File: src/rtl/tcas_pkg.sv
// Shared constants and FSM state type for the TCAS track scheduler.
// Used by tcas_track_table and tcas_track_scheduler.
package tcas_pkg;

  localparam logic [1:0] OM_RESET = 2'b00;
  localparam logic [1:0] OM_TA    = 2'b01;
  localparam logic [1:0] OM_TARA  = 2'b10;

  localparam logic [2:0] TRAFFIC_RESET    = 3'b000;
  localparam logic [2:0] TRAFFIC_NONE     = 3'b001;
  localparam logic [2:0] TRAFFIC_ADVISORY = 3'b010;

  localparam logic [2:0] RA_RESET   = 3'b000;
  localparam logic [2:0] RA_NONE    = 3'b001;
  localparam logic [2:0] RA_DESCEND = 3'b010;
  localparam logic [2:0] RA_CLIMB   = 3'b011;

  typedef enum logic [2:0] {
    ST_IDLE,
    ST_AGE,
    ST_SELECT,
    ST_ISSUE,
    ST_DONE
  } state_e;

  // Mode 11 is treated like reset mode.
  function automatic logic om_active(input logic [1:0] om);
    return (om == OM_TA) || (om == OM_TARA);
  endfunction

endpackage

File: src/rtl/tcas_track_table.sv
// Per-slot valid/age store for intruder tracks; ages on age_step, refreshes on upd.
// A refresh in the same cycle as an age step on the same slot takes precedence.
module tcas_track_table
  import tcas_pkg::*;
#(
  parameter int N_TRK   = 4,
  parameter int IDW     = 2,
  parameter int AGE_MAX = 15
) (
  input  logic             clk,
  input  logic             rst,
  input  logic             upd_valid_i,
  input  logic [IDW-1:0]   upd_id_i,
  input  logic             age_step_i,
  output logic [N_TRK-1:0] valid_o
);

  localparam int AW = $clog2(AGE_MAX + 1);

  logic [N_TRK-1:0] valid_q, valid_d;
  logic [AW-1:0]    age_q [N_TRK];
  logic [AW-1:0]    age_d [N_TRK];

  always_comb begin
    for (int i = 0; i < N_TRK; i++) begin
      valid_d[i] = valid_q[i];
      age_d[i]   = age_q[i];
      if (age_step_i && valid_q[i]) begin
        if (age_q[i] == AW'(AGE_MAX - 1)) begin
          valid_d[i] = 1'b0;
          age_d[i]   = '0;
        end else begin
          age_d[i] = age_q[i] + 1'b1;
        end
      end
      if (upd_valid_i && (upd_id_i == IDW'(i))) begin
        valid_d[i] = 1'b1;
        age_d[i]   = '0;
      end
    end
  end

  always_ff @(posedge clk or posedge rst) begin
    if (rst) begin
      valid_q <= '0;
      for (int i = 0; i < N_TRK; i++) age_q[i] <= '0;
    end else begin
      valid_q <= valid_d;
      for (int i = 0; i < N_TRK; i++) age_q[i] <= age_d[i];
    end
  end

  assign valid_o = valid_q;

endmodule

File: src/rtl/tcas_track_scheduler.sv
// Round-robin TCAS threat scheduler over N_TRK track slots sharing one evaluation datapath.
// Optional TCAS_STATS_EN adds saturating round/overrun counters.
module tcas_track_scheduler
  import tcas_pkg::*;
#(
  parameter int N_TRK   = 4,
  parameter int IDW     = 2,
  parameter int AGE_MAX = 15,
  parameter int EVAL_TO = 63
) (
  input  logic           clk,
  input  logic           rst,
  input  logic [1:0]     om,
  input  logic           upd_valid,
  input  logic [IDW-1:0] upd_id,
  input  logic           scan_tick,
  output logic           eval_req,
  output logic [IDW-1:0] eval_id,
  output logic           eval_ra_en,
  input  logic           eval_ack,
  input  logic           eval_ta,
  input  logic           eval_ra,
  input  logic [2:0]     eval_man,
  output logic [2:0]     tcas_traffic,
  output logic [2:0]     tcas_resolution,
  output logic [IDW-1:0] threat_id,
  output logic           busy,
  output logic           eval_err
`ifdef TCAS_STATS_EN
  ,
  output logic [15:0]    round_cnt,
  output logic [15:0]    overrun_cnt
`endif
);

  localparam int TW = $clog2(EVAL_TO + 1);

  state_e           state_q;
  logic [IDW-1:0]   ptr_q;
  logic [TW-1:0]    tmr_q;
  logic             req_q, busy_q, err_q;
  logic             ta_any_q, ra_any_q;
  logic [IDW-1:0]   ta_id_q, ra_id_q, tid_q;
  logic [2:0]       man_q, traffic_q, res_q;
  logic [N_TRK-1:0] trk_valid;
  logic             om_on, ra_mode;

  assign om_on   = om_active(om);
  assign ra_mode = (om == OM_TARA);

  tcas_track_table #(
    .N_TRK  (N_TRK),
    .IDW    (IDW),
    .AGE_MAX(AGE_MAX)
  ) u_table (
    .clk        (clk),
    .rst        (rst),
    .upd_valid_i(upd_valid),
    .upd_id_i   (upd_id),
    .age_step_i (state_q == ST_AGE),
    .valid_o    (trk_valid)
  );

  always_ff @(posedge clk or posedge rst) begin
    if (rst) begin
      state_q   <= ST_IDLE;
      ptr_q     <= '0;
      tmr_q     <= '0;
      req_q     <= 1'b0;
      busy_q    <= 1'b0;
      err_q     <= 1'b0;
      ta_any_q  <= 1'b0;
      ra_any_q  <= 1'b0;
      ta_id_q   <= '0;
      ra_id_q   <= '0;
      man_q     <= '0;
      traffic_q <= TRAFFIC_RESET;
      res_q     <= RA_RESET;
      tid_q     <= '0;
    end else if (!om_on) begin
      // Leaving an operating mode aborts the round; the track table is kept.
      state_q   <= ST_IDLE;
      req_q     <= 1'b0;
      busy_q    <= 1'b0;
      err_q     <= 1'b0;
      traffic_q <= TRAFFIC_RESET;
      res_q     <= RA_RESET;
      tid_q     <= '0;
    end else begin
      case (state_q)
        ST_IDLE: begin
          if (scan_tick) begin
            state_q <= ST_AGE;
            busy_q  <= 1'b1;
          end
        end
        ST_AGE: begin
          ptr_q    <= '0;
          ta_any_q <= 1'b0;
          ra_any_q <= 1'b0;
          ta_id_q  <= '0;
          ra_id_q  <= '0;
          man_q    <= '0;
          state_q  <= ST_SELECT;
        end
        ST_SELECT: begin
          if (trk_valid[ptr_q]) begin
            state_q <= ST_ISSUE;
            req_q   <= 1'b1;
            tmr_q   <= '0;
          end else if (ptr_q == IDW'(N_TRK - 1)) begin
            state_q <= ST_DONE;
          end else begin
            ptr_q <= ptr_q + 1'b1;
          end
        end
        ST_ISSUE: begin
          // A timed-out evaluation commits as ta=0/ra=0.
          if (eval_ack || (tmr_q == TW'(EVAL_TO - 1))) begin
            req_q <= 1'b0;
            if (!eval_ack) err_q <= 1'b1;
            if (eval_ack && eval_ta && !ta_any_q) begin
              ta_any_q <= 1'b1;
              ta_id_q  <= ptr_q;
            end
            if (eval_ack && eval_ra && ra_mode && !ra_any_q) begin
              ra_any_q <= 1'b1;
              ra_id_q  <= ptr_q;
              man_q    <= eval_man;
            end
            if (ptr_q == IDW'(N_TRK - 1)) begin
              state_q <= ST_DONE;
            end else begin
              ptr_q   <= ptr_q + 1'b1;
              state_q <= ST_SELECT;
            end
          end else begin
            tmr_q <= tmr_q + 1'b1;
          end
        end
        ST_DONE: begin
          traffic_q <= (ta_any_q || ra_any_q) ? TRAFFIC_ADVISORY : TRAFFIC_NONE;
          res_q     <= (ra_mode && ra_any_q) ? man_q : RA_NONE;
          tid_q     <= ra_any_q ? ra_id_q : (ta_any_q ? ta_id_q : '0);
          busy_q    <= 1'b0;
          state_q   <= ST_IDLE;
        end
        default: state_q <= ST_IDLE;
      endcase
    end
  end

`ifdef TCAS_STATS_EN
  logic [15:0] round_cnt_q, overrun_cnt_q;

  always_ff @(posedge clk or posedge rst) begin
    if (rst) begin
      round_cnt_q   <= '0;
      overrun_cnt_q <= '0;
    end else begin
      if (om_on && (state_q == ST_DONE) && !(&round_cnt_q))
        round_cnt_q <= round_cnt_q + 1'b1;
      if (scan_tick && busy_q && !(&overrun_cnt_q))
        overrun_cnt_q <= overrun_cnt_q + 1'b1;
    end
  end

  assign round_cnt   = round_cnt_q;
  assign overrun_cnt = overrun_cnt_q;
`endif

  assign eval_req        = req_q;
  assign eval_id         = ptr_q;
  assign eval_ra_en      = ra_mode;
  assign tcas_traffic    = traffic_q;
  assign tcas_resolution = res_q;
  assign threat_id       = tid_q;
  assign busy            = busy_q;
  assign eval_err        = err_q;

endmodule

File: config.mk
export PLATFORM = sky130hd
export DESIGN_NAME = tcas_track_scheduler
export DESIGN_NICKNAME = d
export VERILOG_FILES = /design/src/rtl/tcas_pkg.sv /design/src/rtl/tcas_track_table.sv /design/src/rtl/tcas_track_scheduler.sv
export SDC_FILE = /design/constraint.sdc
export NUM_CORES = 1
export LEC_CHECK = 0
export ABC_AREA = 1
export CORE_UTILIZATION = 40
export DETAILED_ROUTE_END_ITERATION = 16
export GPL_ROUTABILITY_DRIVEN = 0
export PLACE_DENSITY = 0.68
export SYNTH_ARGS = -nofsm -noshare
export SYNTH_HDL_FRONTEND = slang
export SYNTH_SLANG_ARGS = --single-unit
File: constraint.sdc
create_clock -name clk -period 1.9 [get_ports clk]
set_input_delay 0.38 -clock clk [delete_from_list [all_inputs] [get_ports clk]]
set_output_delay 0.38 -clock clk [all_outputs]
set_load 0.01 [all_outputs]
* Word-level counts from Yosys, hierarchy flattened
Index checks and enable logic that the tools add are counted. W data, S select, Z words.
Word-level totals: input port bits 14, logic and storage cells 180, output and inout port bits 14, bits in registers 51
Operators by class: multiplexer cells 76, reductions and logical operators 44, magnitude comparators 1, add/subtract/negate cells 6, equality and inequality tests 31
Operators with widths (count):
- $mux W4 | 12
- $mux W3 | 13
- $mux W1 | 26
- $mux W2 | 12
- $reduce_bool A2 Y1 | 10
- $add A4 B1 Y4 const B | 4
- $eq A4 B4 Y1 const B | 4
- $reduce_and A4 Y1 | 4
- $logic_and A1 B1 Y1 | 14
- $ne A2 B2 Y1 const B | 7
- $mux W6 | 2
- $pmux W3 S4 | 1
- $pmux W6 S2 | 1
- $reduce_and A2 Y1 | 5
- $ne A3 B3 Y1 const B | 3
- $reduce_and A3 Y1 | 3
- $eq A2 B2 Y1 const B | 4
- $pmux W1 S2 | 4
- $pmux W2 S2 | 2
- $add A6 B1 Y6 const B | 1
- $eq A3 B2 Y1 const B | 2
- $eq A6 B6 Y1 const B | 1
- $ne A2 B1 Y1 const B | 3
- $ne A3 B1 Y1 const B | 2
- other kinds (14) | 18

* Longest topological paths before layout
Gate-level depths: netlist (run 1).
depth in word-level cells 6, depth in mapped cells 10

* By module
From an unflattened synthesis (run 1), not the netlist that was laid out.
Unflattened totals: cell total of the unflattened synthesis 354, area total of the unflattened synthesis 2732.6 sq um
By module, submodules not included:
- tcas_track_scheduler | instances 1, area an instance 1665.3 sq um, cells an instance 221
- tcas_track_table | instances 1, area an instance 1067.3 sq um, cells an instance 133

* Worst setup path after synthesis (run 1)
No wires, ideal clock.
kind in2reg, start point input om[0], end point register state_q[0], path buffers 1, cell stages on the path 7, setup slack 0.355 ns, arrival 1.421 ns, required time 1.776 ns, path through inv_1 -> ha_1 -> inv_1 -> buf_2 -> nand3_1 -> nand3_1 -> o21bai_1
Between the ends: word-level cells in the longest chain between the ends 4, elaborated cells between the ends (all ways) 8, those cells by class 5 x eq/ne; 1 x mux; 2 x reduce/logical
Ends and longest elaborated chain:
- start, declared | RTL line tcas_track_scheduler.sv:13 | input logic [1:0] om,
- $eq A2 B1 Y1 or $eq A2 B2 Y1 (tied branches) | RTL line tcas_pkg.sv:28 | return (om == OM_TA) || (om == OM_TARA);
- $logic_or A1 B1 Y1 (*) | RTL line tcas_pkg.sv:28
- $ne A4 B4 Y1 (no line) or $ne A3 B3 Y1 (tied branches)
- $reduce_and A3 Y1 (no line)
- end signal, assigned | RTL line tcas_track_scheduler.sv:66 | state_q <= ST_IDLE;
- end signal, assigned | RTL line tcas_track_scheduler.sv:82 | state_q <= ST_IDLE;
- end signal, assigned | RTL line tcas_track_scheduler.sv:93 | state_q <= ST_AGE;
- end, declared | RTL line tcas_track_scheduler.sv:38 | state_e state_q;
Every way passes the cells marked *; elsewhere a longest branch is shown, timed or not. A chain may end at the register's enable or synchronous reset.

* Final worst setup path (run 1)
start point register ptr_q[0], in the netlist eval_id[0], end point output eval_id[0]
RTL lines:
- start, declared | RTL line tcas_track_scheduler.sv:39 | logic [IDW-1:0] ptr_q;
- start signal, assigned | RTL line tcas_track_scheduler.sv:114 | ptr_q <= ptr_q + 1'b1;
- start signal, assigned | RTL line tcas_track_scheduler.sv:134 | ptr_q <= ptr_q + 1'b1;
- end, declared | RTL line tcas_track_scheduler.sv:18 | output logic [IDW-1:0] eval_id,
No word-level cell between the ends.

==> results of run 1 <==
flip-flops by register name (all words and copies together) (netlist names), 3 cells and up:
signal           cells
tmr_q                6
tcas_resolution      3
u_table.age_q       16
u_table.valid_o      4
man_q                3
state_q              3
worst paths after layout:
| path | slack [ns] | cells after the start | startpoint | end |
|---|---|---|---|---|
| max | 0.14 | 1 | eval_id[0] | eval_id[0] |
| min | 0.38 | 2 | rst | tcas_traffic[1] |
| max reg2reg | 0.34 | 8 | state_q[2] | tmr_q[1] |
| min reg2reg | 0.50 | 2 | ta_id_q[1] | ta_id_q[1] |
| max in group asynchronous | 1.08 | 3 | rst | u_table.valid_o[3] |
| min in group clk | 0.50 | 2 | ta_id_q[1] | ta_id_q[1] |
layout make-up:
type	count	area [um2]	area share
Inverter	37	139	0.0414
Sequential cell	50	1250	0.373
Timing Repair Buffer	37	379	0.113
Clock buffer	6	82.6	0.0246
Tap cell	77	96.3	0.0288
Multi-Input combinational cell	247	1340	0.401
Clock inverter	2	60.1	0.0179
through the flow:
step / util / cell area [um2] / power (W)
global placement: 0.491 / 3210 / 0.00323
CTS: 0.513 / 3350 / 0.00422
detailed placement: 0.491 / 3210 / 0.00328
floorplan: - / 2770 / 0.00279
finish: 0.513 / 3350 / 0.00421
global route: 0.513 / 3350 / 0.00454
routing by layer:
metal,track usage,vias to the layer above
met1,0.220,1112
met4,0.0740,0
li1,-,1191
met5,0,-
met2,0.293,38
met3,0.0233,9
synth_stat cells, types with 3 or more instances:
library cell,instances
o21ai_0,13
xor2_1,3
ha_1,12
nand2_2,8
dfrtp_1,50
nand3_1,39
nand4_1,7
o21bai_1,5
o22ai_1,7
nand2_4,3
a21oi_1,10
nand2_1,90
o21ai_2,6
inv_1,35
nor2_1,29
worst reg2reg max path, delay by kind of cell (launching register included):
family                 cells  cell delay, ns
buffers and inverters      1            0.15
and+or+nand+nor            7            0.91
DFF                        1            0.41
kinds of logic after synthesis:
group                    count (synthesis)  synth area share
buffers and inverters                   41            0.0633
flip-flops                              50             0.452
XOR/XNOR                                 3           0.00949
other                                    1           0.00135
AND/OR/NAND/NOR                        182             0.299
AO/OA/AOI/OAI                           49             0.121
adder cells (fa/ha/maj)                 12            0.0542
repair_timing:
action / in CTS / in global routing
setup buffers: 0 / 0
resized for setup: 1 / 0
setup endpoints to repair: 1 / 0
power groups by stage:
| stage | Sequential, W | Clock (W) | Combinational [W] |
|---|---|---|---|
| 6_report | 0.00169 | 0.000937 | 0.00158 |
| 5_1_grt | 0.00175 | 0.000978 | 0.00181 |
| 4_1_cts | 0.00169 | 0.000945 | 0.00159 |
| 3_5_place_dp | 0.00171 | 0 | 0.00157 |
| 3_3_place_gp | 0.00170 | 0 | 0.00152 |
| 2_1_floorplan | 0.00165 | 0 | 0.00114 |
==> results.txt, run 1 <==
Met2 wire len: 2.74 mm
Distinct cells, synth: 31
Routed wl met3: 144 um
Met1 wire length: 2.70 mm
Placed cell count: 448
Register area share after synthesis: 0.452
Mapped Area: 0.00277 mm2
Final Hold Fails: 0
Worst-path clk slew: 0.10 ns
Area growth syn-to-layout: 21.0%
Final-report setup violation count: 0
Commonest cells after routing, fill and taps aside: nand2_1, dfrtp_1, nand3_1
Logic pwr share: 0.376
Sw frac: 0.393
Fill cell count: 611
Via density: 5.15
DRT Pass-1 Iters: 5
Flop pwr share: 0.402
Final net count: 404
Yosys top cell by area: dfrtp_1
Worst-skew pair later-pin latency: 0.31 ns
Worst setup EP type: output port
Max Cap Viol: 0
FFs w/ async S/R, synth: 1.00
Worst Skew: 0.00718 ns
PwrDens: 1260 mW/mm2
Die width: 85.2 um
Row count: 29
CTS sink cnt: 50
Critical path start-end classification: reg2out
IO Pins: 28
Data arrival, critical path: 1.38 ns
Syn_nets: 364
IO Port Bufs: 26
Worst setup SP type: flip-flop
Run status: complete, no violations
Non-filler cells, final: 456
Flops & latches, synth: 50
Crit path buffers/inverters: 1
Worst-path maximum fanout: 7
DR top layer: met4
WL per Instance: 12.5 um
Final WL: 5.68 mm
CP peak stage delay: 0.59 ns
Detailed Place HPWL: 4.17 mm
Die height: 85.2 um
Die area: 0.00726 mm2
Detailed-route via count: 2350
Hold Path Class: in2async
Place WS: -0.0797 ns
Setup_tns: 0 ns
DRC: 0
Slowest CP cell: clkdlybuf4s50_1
Post-route worst setup slack: 0.137 ns
Hold-fix buffers, CTS: 0
Vias in the first global route: 2305
Ratio of cells with drive above 1 in the final layout: 0.121
Final period util: 0.928
Final Critical Period: 1.76 ns
CTS tree: yes
Max Slew Vio Count: 0
Top-area cell type share of the netlist area: 0.452
Num CTS Buffers: 5
Cells after Synth: 338
Total GRT Usage: 0.172
Largest net degree at the start of global routing: 19
Fmax: 567 MHz
Starting Density: 0.424
H-Tree Depth: 2
Root buffer cell: clkbuf_8
Share of total power in the clock network: 0.223
Initial antenna violation count: 0
Req. time, crit path: 1.52 ns
Commonest non-fill, non-tap cell in the layout: nand2_1
Unrepaired setup endpoints after global routing: false
Post-synth EDFFs: 0
Top FF cell, synth: dfrtp_1
Synth Area per Inst: 8.19 um2
Worst path cell trace: clkdlybuf4s50_1
Synthesis Warnings: 0
Top cells by area, synth: dfrtp_1, nand2_1, nand3_1
Leakage: 1.66 nW
CP top delay family: buffers and inverters
Antenna fix cells: 0
First-pass GRT wire length: 10.0 mm
Worst VDD drop: 0.000416 V
P_sw: 0.00165 W
Clk buf depth: 2
Grt total ovfl: 0
P_int: 0.00255 W
Initial DRC Count: 92
Worst hold slack: 0.380 ns
Final ANT Viol Nets: 0
Core area: 0.00653 mm2
(Power assumes the default switching activity.)
==> inputs of run 2 (changes only) <==
==> constraint.sdc (replaced) <==
create_clock -name clk -period 1.8 [get_ports clk]
set_input_delay 0.36 -clock clk [delete_from_list [all_inputs] [get_ports clk]]
set_output_delay 0.36 -clock clk [all_outputs]
set_load 0.01 [all_outputs]
==> run 2 against run 1 <==
Non-clock buffer count up 3. Final cell count grew 0.66%. Power is 1.5% lower. Critical path type is now in2out. Largest cell class unchanged.
==> results.txt, run 2 (synthesis gave the netlist of run 1 again) <==
Fill cell count: 611 (unchanged)
Worst-path clk slew: 0.10 ns (about the same)
Worst setup SP type: primary input
First-pass GRT wire length: 9.83 mm (-2.0%)
IO Port Bufs: 26 (unchanged)
Worst VDD drop: 0.000402 V (-3.4%)
Die width: 85.2 um (unchanged)
DRT Pass-1 Iters: 4 (-1)
Max Cap Viol: 0 (unchanged)
DRC: 0 (unchanged)
Initial DRC Count: 106 (+15%)
Hold-fix buffers, CTS: 0 (unchanged)
Setup_tns: 0 ns (unchanged)
Req. time, crit path: 1.44 ns (-0.08 ns)
Max reg flops: 16 (unchanged)
Largest net degree at the start of global routing: 33 (+14)
Clk buf depth: 2 (unchanged)
Worst-skew pair later-pin latency: 0.31 ns (about the same)
Commonest non-fill, non-tap cell in the layout: nand2_1
Via density: 5.01 (-2.9%)
Detailed-route via count: 2298 (-2.2%)
Worst setup EP type: output port
Worst-path maximum fanout: 2 (-5)
Final WL: 5.53 mm (-2.8%)
Max Slew Vio Count: 0 (unchanged)
Hold Path Class: in2async
Place WS: -0.141 ns (-0.0615 ns)
PwrDens: 1250 mW/mm2 (-0.78%)
Die area: 0.00726 mm2 (unchanged)
Starting Density: 0.424 (unchanged)
Final-report setup violation count: 0 (unchanged)
Final Hold Fails: 0 (unchanged)
Total GRT Usage: 0.170 (-0.00181)
Num CTS Buffers: 5 (unchanged)
Die height: 85.2 um (unchanged)
Final ANT Viol Nets: 0 (unchanged)
Post-cts resize count: 1 (unchanged)
Initial antenna violation count: 0 (unchanged)
IO Pins: 28 (unchanged)
WL per Instance: 12.0 um (-3.4%)
Vias in the first global route: 2265 (-1.7%)
Run status: complete, no violations
Area growth syn-to-layout: 20.2%
Unrepaired setup endpoints after global routing: false
CTS sink cnt: 50 (unchanged)
Final core occ: 0.509 (-0.00364)
Worst Skew: 0.0111 ns (+0.00393 ns)
Core area: 0.00653 mm2 (unchanged)
Antenna fix cells: 0 (unchanged)
Leakage: 1.65 nW (-0.65%)
Final net count: 407 (+0.74%)
Placed cell count: 451 (+0.67%)
Register area: 0.00125 mm2 (about the same)
Post-CTS setup buffer count: 0 (unchanged)
Reg2Reg Setup Slack: 0.26 ns (-0.08 ns)
CTS tree: yes
Final instance area: 0.00333 mm2 (-0.71%)
Post-DP Area: 0.00323 mm2 (+0.70%)
Final Critical Period: 1.70 ns
Final period util: 0.945
Register name with the most flops: u_table.age_q
Critical path start-end classification: in2out
Data arrival, critical path: 1.34 ns (-0.04 ns)
Commonest cells after routing, fill and taps aside: nand2_1, dfrtp_1, nand3_1
H-Tree Depth: 2 (unchanged)
Footprint of the multi-input gates: 0.00134 mm2 (unchanged)
Fmax: 588 MHz
Grt total ovfl: 0 (unchanged)
Post-route worst setup slack: 0.0993 ns (-0.0375 ns)
Detailed Place HPWL: 4.20 mm (+0.79%)
Root buffer cell: clkbuf_8
Ratio of cells with drive above 1 in the final layout: 0.131 (+0.00952)
Non-filler cells, final: 459 (+0.66%)
Row count: 29 (unchanged)
-- run 2: routing by layer --
layer | up-vias | GRT usage | wire [um] | share of wire
li1 | 1192 | - | - | -
met3 | 5 | 0.0370 | 124 | 0.022
met2 | 29 | 0.281 | 2660 | 0.48
met1 | 1072 | 0.220 | 2680 | 0.48
met4 | 0 | 0.0647 | 67 | 0.012
met5 | - | 0 | 0 | 0
-- run 2: layout make-up --
cell class / instances / area share
timing repair buffer: 40 / 0.121
clock inverter: 2 / 0.00376
tap: 77 / 0.0290
multi-input combinational: 247 / 0.404
clock buffer: 6 / 0.0248
sequential: 50 / 0.376
inverter: 37 / 0.0417
-- run 2: critical path, stage by stage --
cell             delay [ns]
clkdlybuf4s50_1        0.46
inv_1                  0.04
ha_1                   0.20
dlygate4sd2_1          0.29
-- run 2: per-stage QoR --
step | total power [W] | hold WS (ns)
2_1_floorplan | 0.00294 | 0.454
3_3_place_gp | 0.00342 | 0.477
3_5_place_dp | 0.00348 | 0.478
4_1_cts | 0.00418 | 0.389
5_1_grt | 0.00451 | 0.392
6_report | 0.00414 | 0.387
-- run 2: final timing paths --
path,from,end,cells past startpoint
setup / recovery,om[0],eval_ra_en,4
hold / removal,rst,tcas_traffic[1],3
setup reg to reg,state_q[2],tmr_q[0],8
hold reg to reg,man_q[2],man_q[2],2
max in group asynchronous,rst,tmr_q[5],3
min in group clk,man_q[2],man_q[2],2
-- run 2: power by group --
group,total [W],internal (W),switching (W)
Combinational,0.00166,0.000649,0.00101
Sequential,0.00179,0.00146,0.000330
Clock,0.000689,0.000310,0.000379
